File: src/rtl/seq_decorr_pkg.sv
// Shared constants and helpers for the seq_decorr stream decorrelator and
// the 8-bit Fibonacci LFSR used by stochastic-computing stream generators.
package seq_decorr_pkg;

  localparam int LFSR_W = 8;
  // Taps at bits 7,5,4,3: maximal-length 255-state sequence, never reaches 0.
  localparam logic [LFSR_W-1:0] LFSR_TAPS = 8'b1011_1000;

  function automatic logic [LFSR_W-1:0] lfsr_next(input logic [LFSR_W-1:0] q);
    return {q[LFSR_W-2:0], ^(q & LFSR_TAPS)};
  endfunction

  // Alternating 0/1 fill (entry i holds i[0]) so the buffer starts at value 0.5.
  function automatic logic [15:0] init_buf(input int depth);
    logic [15:0] b;
    b = '0;
    for (int i = 0; i < 16; i++) begin
      if (i < depth) b[i] = i[0];
    end
    return b;
  endfunction

endpackage

File: src/rtl/sc_lfsr8.sv
// 8-bit Fibonacci LFSR (shift left) that advances only while en is high.
module sc_lfsr8
  import seq_decorr_pkg::*;
(
  input  logic              clk,
  input  logic              rst_n,
  input  logic              en,
  input  logic [LFSR_W-1:0] seed,
  output logic [LFSR_W-1:0] q
);

  logic [LFSR_W-1:0] q_q, q_d;

  always_comb begin
    q_d = q_q;
    if (en) q_d = lfsr_next(q_q);
  end

  always_ff @(posedge clk or negedge rst_n) begin
    if (!rst_n) q_q <= seed;
    else        q_q <= q_d;
  end

  assign q = q_q;

endmodule

File: src/rtl/seq_decorr.sv
// Sequential decorrelator: x is delayed one cycle, y is shuffled through an
// LFSR-addressed buffer. Optional counters enabled by SEQ_DECORR_STATS_EN.
module seq_decorr
  import seq_decorr_pkg::*;
#(
  parameter int          DEPTH = 8,
  parameter logic [7:0]  SEED  = 8'h01
) (
  input  logic        clk,
  input  logic        rst_n,
  input  logic        en,
  input  logic        x,
  input  logic        y,
  output logic        x_dec_r,
  output logic        y_dec_r
`ifdef SEQ_DECORR_STATS_EN
  ,
  output logic [15:0] ones_in_cnt,
  output logic [15:0] ones_out_cnt
`endif
);

  localparam int               IDX_W    = (DEPTH > 1) ? $clog2(DEPTH) : 1;
  localparam logic [DEPTH-1:0] BUF_INIT = DEPTH'(init_buf(DEPTH));
  // An all-zero seed would lock the LFSR, so it is replaced with 8'h01.
  localparam logic [7:0]       SEED_EFF = (SEED == 8'h00) ? 8'h01 : SEED;

  logic [LFSR_W-1:0] lfsr_q;
  logic [IDX_W-1:0]  idx;
  logic [DEPTH-1:0]  buf_q, buf_d;
  logic              x_q, x_d, y_q, y_d;

  sc_lfsr8 u_lfsr (
    .clk   (clk),
    .rst_n (rst_n),
    .en    (en),
    .seed  (SEED_EFF),
    .q     (lfsr_q)
  );

  assign idx = IDX_W'(lfsr_q % 8'(DEPTH));

  // Read-before-write: the output takes the old entry, the slot takes new y.
  always_comb begin
    buf_d = buf_q;
    x_d   = x_q;
    y_d   = y_q;
    if (en) begin
      x_d        = x;
      y_d        = buf_q[idx];
      buf_d[idx] = y;
    end
  end

  always_ff @(posedge clk or negedge rst_n) begin
    if (!rst_n) begin
      x_q   <= 1'b0;
      y_q   <= 1'b0;
      buf_q <= BUF_INIT;
    end else begin
      x_q   <= x_d;
      y_q   <= y_d;
      buf_q <= buf_d;
    end
  end

  assign x_dec_r = x_q;
  assign y_dec_r = y_q;

`ifdef SEQ_DECORR_STATS_EN
  logic [15:0] in_cnt_q, out_cnt_q;

  always_ff @(posedge clk or negedge rst_n) begin
    if (!rst_n) begin
      in_cnt_q  <= '0;
      out_cnt_q <= '0;
    end else if (en) begin
      if (y && (in_cnt_q != 16'hFFFF))           in_cnt_q  <= in_cnt_q + 16'd1;
      if (buf_q[idx] && (out_cnt_q != 16'hFFFF)) out_cnt_q <= out_cnt_q + 16'd1;
    end
  end

  assign ones_in_cnt  = in_cnt_q;
  assign ones_out_cnt = out_cnt_q;
`else
  // Statistics counters are not built; data path is unchanged.
`endif

endmodule

File: config.mk
export PLATFORM = sky130hd
export DESIGN_NAME = seq_decorr
export DESIGN_NICKNAME = d
export VERILOG_FILES = /design/src/rtl/seq_decorr_pkg.sv /design/src/rtl/sc_lfsr8.sv /design/src/rtl/seq_decorr.sv
export SDC_FILE = /design/constraint.sdc
export NUM_CORES = 1
export LEC_CHECK = 0
export ABC_CLOCK_PERIOD_IN_PS = 2200
export CAP_MARGIN = 15
export CORE_MARGIN = 2
export CORE_UTILIZATION = 50
export DETAILED_ROUTE_END_ITERATION = 8
export PLACE_DENSITY = 0.78
export SLEW_MARGIN = 20
export SYNTH_ARGS = -nofsm -noshare
export SYNTH_HDL_FRONTEND = slang
export SYNTH_SLANG_ARGS = --single-unit
File: constraint.sdc
create_clock -name clk -period 2.2 [get_ports clk]
set_input_delay 0.44 -clock clk [delete_from_list [all_inputs] [get_ports clk]]
set_output_delay 0.44 -clock clk [all_outputs]
set_load 0.01 [all_outputs]
==> impl_metrics.toml, run 1 <==
[outcome]
status = "finished clean"

[synth]
avgSynthCellArea_um2 = 13.13
synth_area_um2 = 827.0
syn-num-nets = 68
ys_ff_latch = 18
ys_seq_area_frac = 0.5522
synthesis.instances = 63
yosysUniqueCellTypes = 17
ys_warn_count = 0

[floorplanning]
rows = 14
die_h_um = 44.67
die-area_um2 = 1995
coreArea_um2 = 1524
start_util = 0.5427
die_x_um = 44.67
io_pins = 7

[clocking]
clk_latency_ns = 0.29
cts_setup_buffers = 0
clk_path_buf_depth = 2
hold_buffers = 0
clkTransAtPathRegs_ns = 0.10
cts_buffers = 3
clock_sinks = 18
cts_root_buf = "clkbuf_4"
htreeDepth = 1
post_cts_resized = 0
cts_tree = "built"

[critical_path]
r2r_end = "y_dec_r"
crit_path_start_kind = "flop"
critPathMaxStageDelay_ns = 0.54
r2r-start = "u_lfsr.q[0]"
cp-startpoint = "y_dec_r"
critPathMaxFanout = 2
worstSetupPathType = "reg -> out"
required_ns = 1.76
crit_path_cell_trace = "clkdlybuf4s50_1"
reg2reg_slack_ns = 0.75
crit_slowest_cell = "clkdlybuf4s50_1"
cp_num_buf_inv = 1
crit_arrival_ns = 1.19
cp_num_cells = 1
cp-end-kind = "output pin"
critPathTopFamily = "buffers and inverters"
ff2ff_path_depth = 3

[power_and_ir_drop]
power.leakage_nw = 0.3937
power_mw = 1.277
ir_drop_mv = 0.7020
power_density_nw_per_um2 = 1363

[sta]
finalMaxSlewViolations = 0
finalCritPeriodShare = 0.7428
rsz0062_at_grt = "false"
finalClockSkew_ns = 0.001140
slew_headroom = 0.8045
tns_ns = 0
setup_viol = 0
fin_crit_ns = 1.634
finalHoldViolations = 0
worstMarginPinSlew_ns = 0.2932
setup_ws_ns = 0.5659
max_freq_mhz = 611.9

[global_routing]
grt_max_degree = 19
grt_antenna_before_repair = 0
grt_remaining_overflow = 0
grt_pass1_wl_um = 2145
grt_usage = 0.1612
first_global_vias = 468

[layout]
fin_nets = 78
drive_gt1_frac = 0.3889
stdcell_count = 88
num_antenna_cells = 0
fillers = 120
syn2layout_area_growth_pct = 13.31
multi_input_area_um2 = 345.3
seqCellArea_um2 = 456.7

[place]
placed_cells = 84
routabilityCongestion = 0.7292
port_buffers = 6
dp_hpwl_um = 929.6
dp_slack_ns = 0.3043

[routing]
wl_met3_um = 21
routedWlPerCell_um = 14.44
drt_iter0_markers = 9
top_layer_used = "met4"
ant_nets = 0
drt-met1-wl_um = 599
first_pass_iters = 4
viasPerCell = 5.341
drc = 0
vias = 470
routed_wl_um = 1271
wl_met2_um = 634

[job]
drv_cap = 0

[min_path]
hp-class = "in -> async"
[Yosys cell counts]
master / instances / share of area
nor3_1: 2 / 0.012
xnor2_1: 3 / 0.032
dfstp_2: 5 / 0.16
inv_1: 1 / 0.0045
dfrtp_1: 13 / 0.39
mux2_2: 15 / 0.20
a21oi_1: 1 / 0.0060
nor2_1: 7 / 0.032
nand4_1: 1 / 0.0076
mux4_2: 1 / 0.027
mux2i_1: 4 / 0.048
buf_6: 1 / 0.014
nand2_1: 2 / 0.0091
nand2b_1: 3 / 0.023
o21ai_0: 1 / 0.0060
a21oi_2: 1 / 0.011
buf_2: 2 / 0.012
[sequential cells by signal (all words and copies together), names as in the netlist]
name	cells
u_lfsr.q	8
buf_q	8
x_dec_r	1
y_dec_r	1
[how the worst max path moves through the flow]
stage / endpoint / slack, ns
after floorplan: y_dec_r / 0.85
after global routing: y_dec_r / 0.51
after global placement: buf_q[0] / 0.37
after CTS: y_dec_r / 0.55
after detailed placement: buf_q[0] / 0.30
final: y_dec_r / 0.57
[final cells by class]
| cell class | instances | share of cell area |
|---|---|---|
| sequential | 18 | 0.4873 |
| multi-input combinational | 41 | 0.3685 |
| timing repair buffer | 8 | 0.08011 |
| clock buffer | 4 | 0.03872 |
| tap | 16 | 0.02136 |
| inverter | 1 | 0.004005 |
[cells by family (layout without fill, tap and decap cells)]
family | count (synthesis) | count (layout) | synth area share
AOI/OAI and AO/OA | 3 | 3 | 0.02268
xor gates and xnor gates | 3 | 3 | 0.03178
buffers and inverters | 4 | 13 | 0.03025
DFF | 18 | 18 | 0.5522
muxes | 20 | 20 | 0.2799
and+or+nand+nor | 15 | 15 | 0.08322
[routing by layer]
metal  vias up  GRT usage
met4         0     0.1091
met5         -          0
li1        235          -
met3         2    0.02449
met2         4     0.2551
met1       229     0.2021
[stage by stage]
stage / util / instance area, µm² / hold WS, ns
finish: 0.6149 / 937.1 / 0.4618
CTS: 0.6149 / 937.1 / 0.4563
global route: 0.6149 / 937.1 / 0.4690
floorplan: - / 827.0 / 0.1444
global placement: 0.5911 / 900.9 / 0.4877
detailed placement: 0.5911 / 900.9 / 0.4931
[layout by cell type, fill, tap and decap left out]
| cell | n |
|---|---|
| o21ai_0 | 1 |
| clkdlybuf4s50_1 | 6 |
| nor2_1 | 7 |
| a21oi_1 | 1 |
| mux4_2 | 1 |
| mux2_2 | 15 |
| xnor2_1 | 3 |
| nor3_1 | 2 |
| dfrtp_1 | 13 |
| mux2i_1 | 4 |
| buf_4 | 2 |
| nand4_1 | 1 |
| inv_1 | 1 |
| clkbuf_8 | 1 |
| clkbuf_4 | 3 |
| nand2b_1 | 3 |
| nand2_1 | 2 |
| a21oi_2 | 1 |
| dfstp_2 | 5 |
[where the power goes]
group	switching, mW	internal, mW	total, mW
sequential	0.135	0.519	0.655
combinational	0.150	0.275	0.424
clock	0.0974	0.101	0.198
(Power assumes the default switching activity.)
==> run 2, diff against run 1 <==
--- a/config.mk
+++ b/config.mk
@@ -5,12 +5,12 @@
 export SDC_FILE = /design/constraint.sdc
 export NUM_CORES = 1
 export LEC_CHECK = 0
-export ABC_CLOCK_PERIOD_IN_PS = 2200
+export ABC_CLOCK_PERIOD_IN_PS = 1400
 export CAP_MARGIN = 15
 export CORE_MARGIN = 2
-export CORE_UTILIZATION = 50
+export CORE_UTILIZATION = 49
 export DETAILED_ROUTE_END_ITERATION = 8
-export PLACE_DENSITY = 0.78
+export PLACE_DENSITY = 0.8
 export SLEW_MARGIN = 20
 export SYNTH_ARGS = -nofsm -noshare
 export SYNTH_HDL_FRONTEND = slang
==> constraint.sdc (replaced) <==
create_clock -name clk -period 1.4 [get_ports clk]
set_input_delay 0.28 -clock clk [delete_from_list [all_inputs] [get_ports clk]]
set_output_delay 0.28 -clock clk [all_outputs]
set_load 0.01 [all_outputs]
==> impl_metrics.toml, run 2 (synthesized netlist as in run 1, its figures left out) <==
[critical_path]
critPathTopFamily = "flip-flops"
critPathMaxStageDelay_ns = 0.66
cp-end-kind = "flop"
cp_num_buf_inv = 0
required_ns = 1.63
crit_path_start_kind = "flop"
critPathMaxFanout = 8
crit_path_cell_trace = "mux2i_1, mux4_2, a21oi_2"
crit_arrival_ns = 1.66
worstSetupPathType = "reg -> reg"
crit_slowest_cell = "dfstp_2"

[routing]
drc = 0
first_pass_iters = 4
vias = 497
viasPerCell = 5.584
drt_iter0_markers = 9
routedWlPerCell_um = 14.56
ant_nets = 0
routed_wl_um = 1296

[clocking]
cts_tree = "built"
clk_path_buf_depth = 2
clk_latency_ns = 0.29
cts_root_buf = "clkbuf_4"
cts_setup_buffers = 0
htreeDepth = 1
cts_buffers = 3
clock_sinks = 18
clkTransAtPathRegs_ns = 0.10

[sta]
finalHoldViolations = 0
finalClockSkew_ns = 0.0006042
finalCritPeriodShare = 1.019
setup_ws_ns = -0.02713
rsz0062_at_grt = "true"
slew_headroom = 0.7772
fin_crit_ns = 1.427
max_freq_mhz = 700.7
finalMaxSlewViolations = 0
hold-worst-slack_ns = 0.2968
worstMarginPinSlew_ns = 0.3341
setup_viol = 1

[global_routing]
first_global_vias = 519
grt_antenna_before_repair = 0
grt_usage = 0.1728
grt_pass1_wl_um = 2387
grt_max_degree = 19
grt_remaining_overflow = 0

[power_and_ir_drop]
power.leakage_nw = 0.4024
ir_drop_mv = 1.082
power_density_nw_per_um2 = 2121
power_mw = 2.009

[layout]
num_antenna_cells = 0
fillers = 129
fin_nets = 79
drive_gt1_frac = 0.4110
final_common_cell = "mux2_2"
syn2layout_area_growth_pct = 14.52
most-common-layout-cells = "mux2_2 (15), dfrtp_1 (13), nor2_1 (7), dfstp_2 (5)"

[floorplanning]
die-area_um2 = 2033
start_util = 0.5365
coreArea_um2 = 1541
die_h_um = 45.09
die_x_um = 45.09
rows = 14
io_pins = 7

[place]
dp_hpwl_um = 900.9
port_buffers = 6
routabilityCongestion = 0.7768

[min_path]
hp-class = "in -> async"

[job]
drv_cap = 0

[outcome]
failed_checks = "negative setup slack"
status = "finished with violations"
## run 2: cell types whose count changed in the layout (fill, tap and decap cells not counted)
| cell | delta |
|---|---|
| buf_4 | +1 |
| nor3_2 | +1 |
| nor3_1 | -1 |
| clkdlybuf4s50_1 | -2 |
| dlygate4sd2_1 | +2 |
## run 2: final cells by class
type	instances	area, µm²	share of cell area
inverter	1	3.754	0.003963
tap	16	20.02	0.02114
sequential	18	456.7	0.4822
clock buffer	4	36.28	0.03831
timing repair buffer	9	80.08	0.08454
multi-input combinational	41	350.3	0.3699
## run 2: worst register-to-register path, cell delays in order, from the launching register on
cell and delay [ns]:
dfstp_2 0.66, mux2i_1 0.11, mux4_2 0.48, a21oi_2 0.12
## run 2: power by group
part | total (mW) | switching [mW] | leakage (nW) | internal, mW
clock network | 0.319 | 0.160 | 0.0210 | 0.159
logic | 0.652 | 0.230 | 0.174 | 0.421
registers | 1.04 | 0.222 | 0.207 | 0.816
## run 2: timing repair
action,CTS,global route
resized for setup,3,0
setup endpoints to repair,4,4
hold buffers,0,0
endpoints found under the hold margin,0,0
pin swaps,1,0
## run 2: final timing paths
check                           end  slack (ns)         from  cells after the start
max                         y_dec_r       -0.03  u_lfsr.q[0]                      3
min                         x_dec_r        0.30        rst_n                      2
max reg2reg                 y_dec_r       -0.03  u_lfsr.q[0]                      3
min reg2reg                 x_dec_r        0.51      x_dec_r                      1
max in group asynchronous  buf_q[5]        0.85        rst_n                      2
min in group clk            x_dec_r        0.51      x_dec_r                      1
## run 2: stage by stage
| stage | utilization | setup WS [ns] | area, µm² | std cells | setup TNS [ns] |
|---|---|---|---|---|---|
| after global placement | 0.5893 | -0.1361 | 908.4 | 85 | -1.124 |
| after global routing | 0.6144 | -0.08922 | 947.2 | 89 | -0.3516 |
| final | 0.6144 | -0.02713 | 947.2 | 89 | -0.02713 |
| after floorplan | - | 0.04678 | 827.0 | 63 | 0 |
| after CTS | 0.6144 | -0.03931 | 947.2 | 89 | -0.03931 |
| after detailed placement | 0.5893 | -0.1619 | 908.4 | 85 | -1.332 |
## run 2: metal layers
metal / vias up / share of wire / GRT usage
met1: 249 / 0.45 / 0.2047
met2: 10 / 0.51 / 0.2771
met3: 2 / 0.025 / 0.06000
li1: 236 / - / -
met4: 0 / 0.0093 / 0.08824
met5: - / 0 / 0
==> run 3, diff against run 2 <==
--- a/config.mk
+++ b/config.mk
@@ -10,8 +10,8 @@
 export CORE_MARGIN = 2
 export CORE_UTILIZATION = 49
 export DETAILED_ROUTE_END_ITERATION = 8
-export PLACE_DENSITY = 0.8
-export SLEW_MARGIN = 20
+export PLACE_DENSITY = 0.72
+export SLEW_MARGIN = 10
 export SYNTH_ARGS = -nofsm -noshare
 export SYNTH_HDL_FRONTEND = slang
 export SYNTH_SLANG_ARGS = --single-unit
==> impl_metrics.toml, run 3 (synthesized netlist as in run 1, its figures left out) <==
[outcome]
status = "finished clean"

[floorplanning]
start_util = 0.5365
die_x_um = 45.09
io_pins = 7
rows = 14
die_h_um = 45.09
coreArea_um2 = 1541
die-area_um2 = 2033

[layout]
syn2layout_area_growth_pct = 16.79
drive_gt1_frac = 0.4595
num_antenna_cells = 0
final_util = 0.6266
final_common_cell = "mux2_2"
fin_area_um2 = 965.9
most-common-layout-cells = "mux2_2 (15), dfrtp_1 (12), nor2_1 (6), dfstp_2 (5)"
fin_nets = 80

[routing]
viasPerCell = 5.333
drt_iter0_markers = 5
routed_wl_um = 1263
routedWlPerCell_um = 14.03
first_pass_iters = 4
ant_nets = 0
drc = 0
vias = 480

[place]
dp_hpwl_um = 950
routabilityCongestion = 0.7363
placed_area_um2 = 908.4
port_buffers = 6

[sta]
finalClockSkew_ns = 0.001418
fin_crit_ns = 1.399
finalCritPeriodShare = 0.9990
finalMaxSlewViolations = 0
finalHoldViolations = 0
setup_viol = 0
max_freq_mhz = 715.0
tns_ns = 0
slew_headroom = 0.8390
worstMarginPinSlew_ns = 0.2407
rsz0062_at_grt = "true"

[global_routing]
first_global_vias = 492
grt_pass1_wl_um = 2125
grt_remaining_overflow = 0
grt_antenna_before_repair = 0
grt_max_degree = 19
grt_usage = 0.1516

[clocking]
htreeDepth = 1
cts_root_buf = "clkbuf_4"
clkTransAtPathRegs_ns = 0.09
clk_path_buf_depth = 2
hold_buffers = 0
cts_buffers = 3
clk_latency_ns = 0.28
cts_tree = "built"
clock_sinks = 18

[critical_path]
critPathMaxStageDelay_ns = 0.64
crit_arrival_ns = 1.62
crit_slowest_cell = "dfstp_2"
cp-startpoint = "u_lfsr.q[0]"
critPathMaxFanout = 7
crit_path_start_kind = "flop"
crit_path_cell_trace = "mux2i_1, mux4_2, a21oi_2"
required_ns = 1.62
worstSetupPathType = "reg -> reg"
r2r-start = "u_lfsr.q[0]"
cp-end-kind = "flop"

[power_and_ir_drop]
power.leakage_nw = 0.4125
p_switching_mw = 0.6002
swShare = 0.2959
ir_drop_mv = 1.328
clkPwrFrac = 0.148
seqPwrFrac = 0.507
p_int_mw = 1.428
pwr-share-comb = 0.345
power_density_nw_per_um2 = 2100

[min_path]
hp-class = "in -> async"

[job]
drv_cap = 0
-- run 3: changes by cell type in the layout (fill, tap and decap cells not counted) --
cell      delta
nor2_1       -1
dfrtp_2      +1
nand2b_1     -1
nand2b_4     +1
nor2_2       +1
dfrtp_1      -1
buf_4        +1
-- run 3: worst paths after layout --
path / endpoint / slack [ns] / depth (start not counted)
max in group asynchronous: buf_q[5] / 0.82 / 2
min in group clk: x_dec_r / 0.51 / 1
setup reg to reg: y_dec_r / 0.001 / 3
hold / removal: y_dec_r / 0.32 / 2
setup / recovery: y_dec_r / 0.001 / 3
hold reg to reg: x_dec_r / 0.51 / 1
-- run 3: layout make-up --
| class | instances | area [µm²] |
|---|---|---|
| clock buffer | 4 | 36.28 |
| fill | 126 | 575.6 |
| inverter | 1 | 3.754 |
| multi-input combinational | 41 | 360.3 |
| sequential | 18 | 457.9 |
| tap | 16 | 20.02 |
| timing repair buffer | 10 | 87.58 |
-- run 3: worst max-delay path: cells and delay by family, from the launching register on --
kind,cells,cell delay [ns]
DFF,1,0.64
muxes,2,0.58
AOI/OAI and AO/OA,1,0.12
-- run 3: what timing repair did --
| item | CTS | global route |
|---|---|---|
| setup endpoints to repair | 3 | 7 |
| hold endpoints to repair | 0 | 0 |
| gates resized for setup | 2 | 4 |
| pin swaps | 1 | 0 |
| setup buffers | 1 | 0 |
-- run 3: metal layers --
metal | vias to the layer above | GRT usage | wire (µm)
met3 | 2 | 0.02400 | 24
li1 | 239 | - | -
met2 | 5 | 0.2600 | 661
met4 | 0 | 0.08824 | 9
met5 | - | 0 | 0
met1 | 234 | 0.1782 | 568
-- run 3: power groups by stage --
stage | combinational (mW) | sequential, mW | clock [mW]
after floorplan | 0.623 | 0.941 | 0
after global placement | 0.655 | 1.03 | 0
after detailed placement | 0.679 | 1.04 | 0
after CTS | 0.689 | 1.02 | 0.318
after global routing | 0.771 | 1.07 | 0.341
final | 0.699 | 1.03 | 0.300
-- run 3: metrics by stage --
step | std cells | total power, mW | setup WS [ns] | hold WS (ns)
detailed placement | 85 | 1.719 | -0.1758 | 0.4932
CTS | 90 | 2.030 | -0.006170 | 0.3141
global placement | 85 | 1.684 | -0.1327 | 0.4876
global route | 90 | 2.178 | -0.06856 | 0.3144
finish | 90 | 2.028 | 0.001465 | 0.3188
floorplan | 63 | 1.564 | 0.04678 | -0.01559
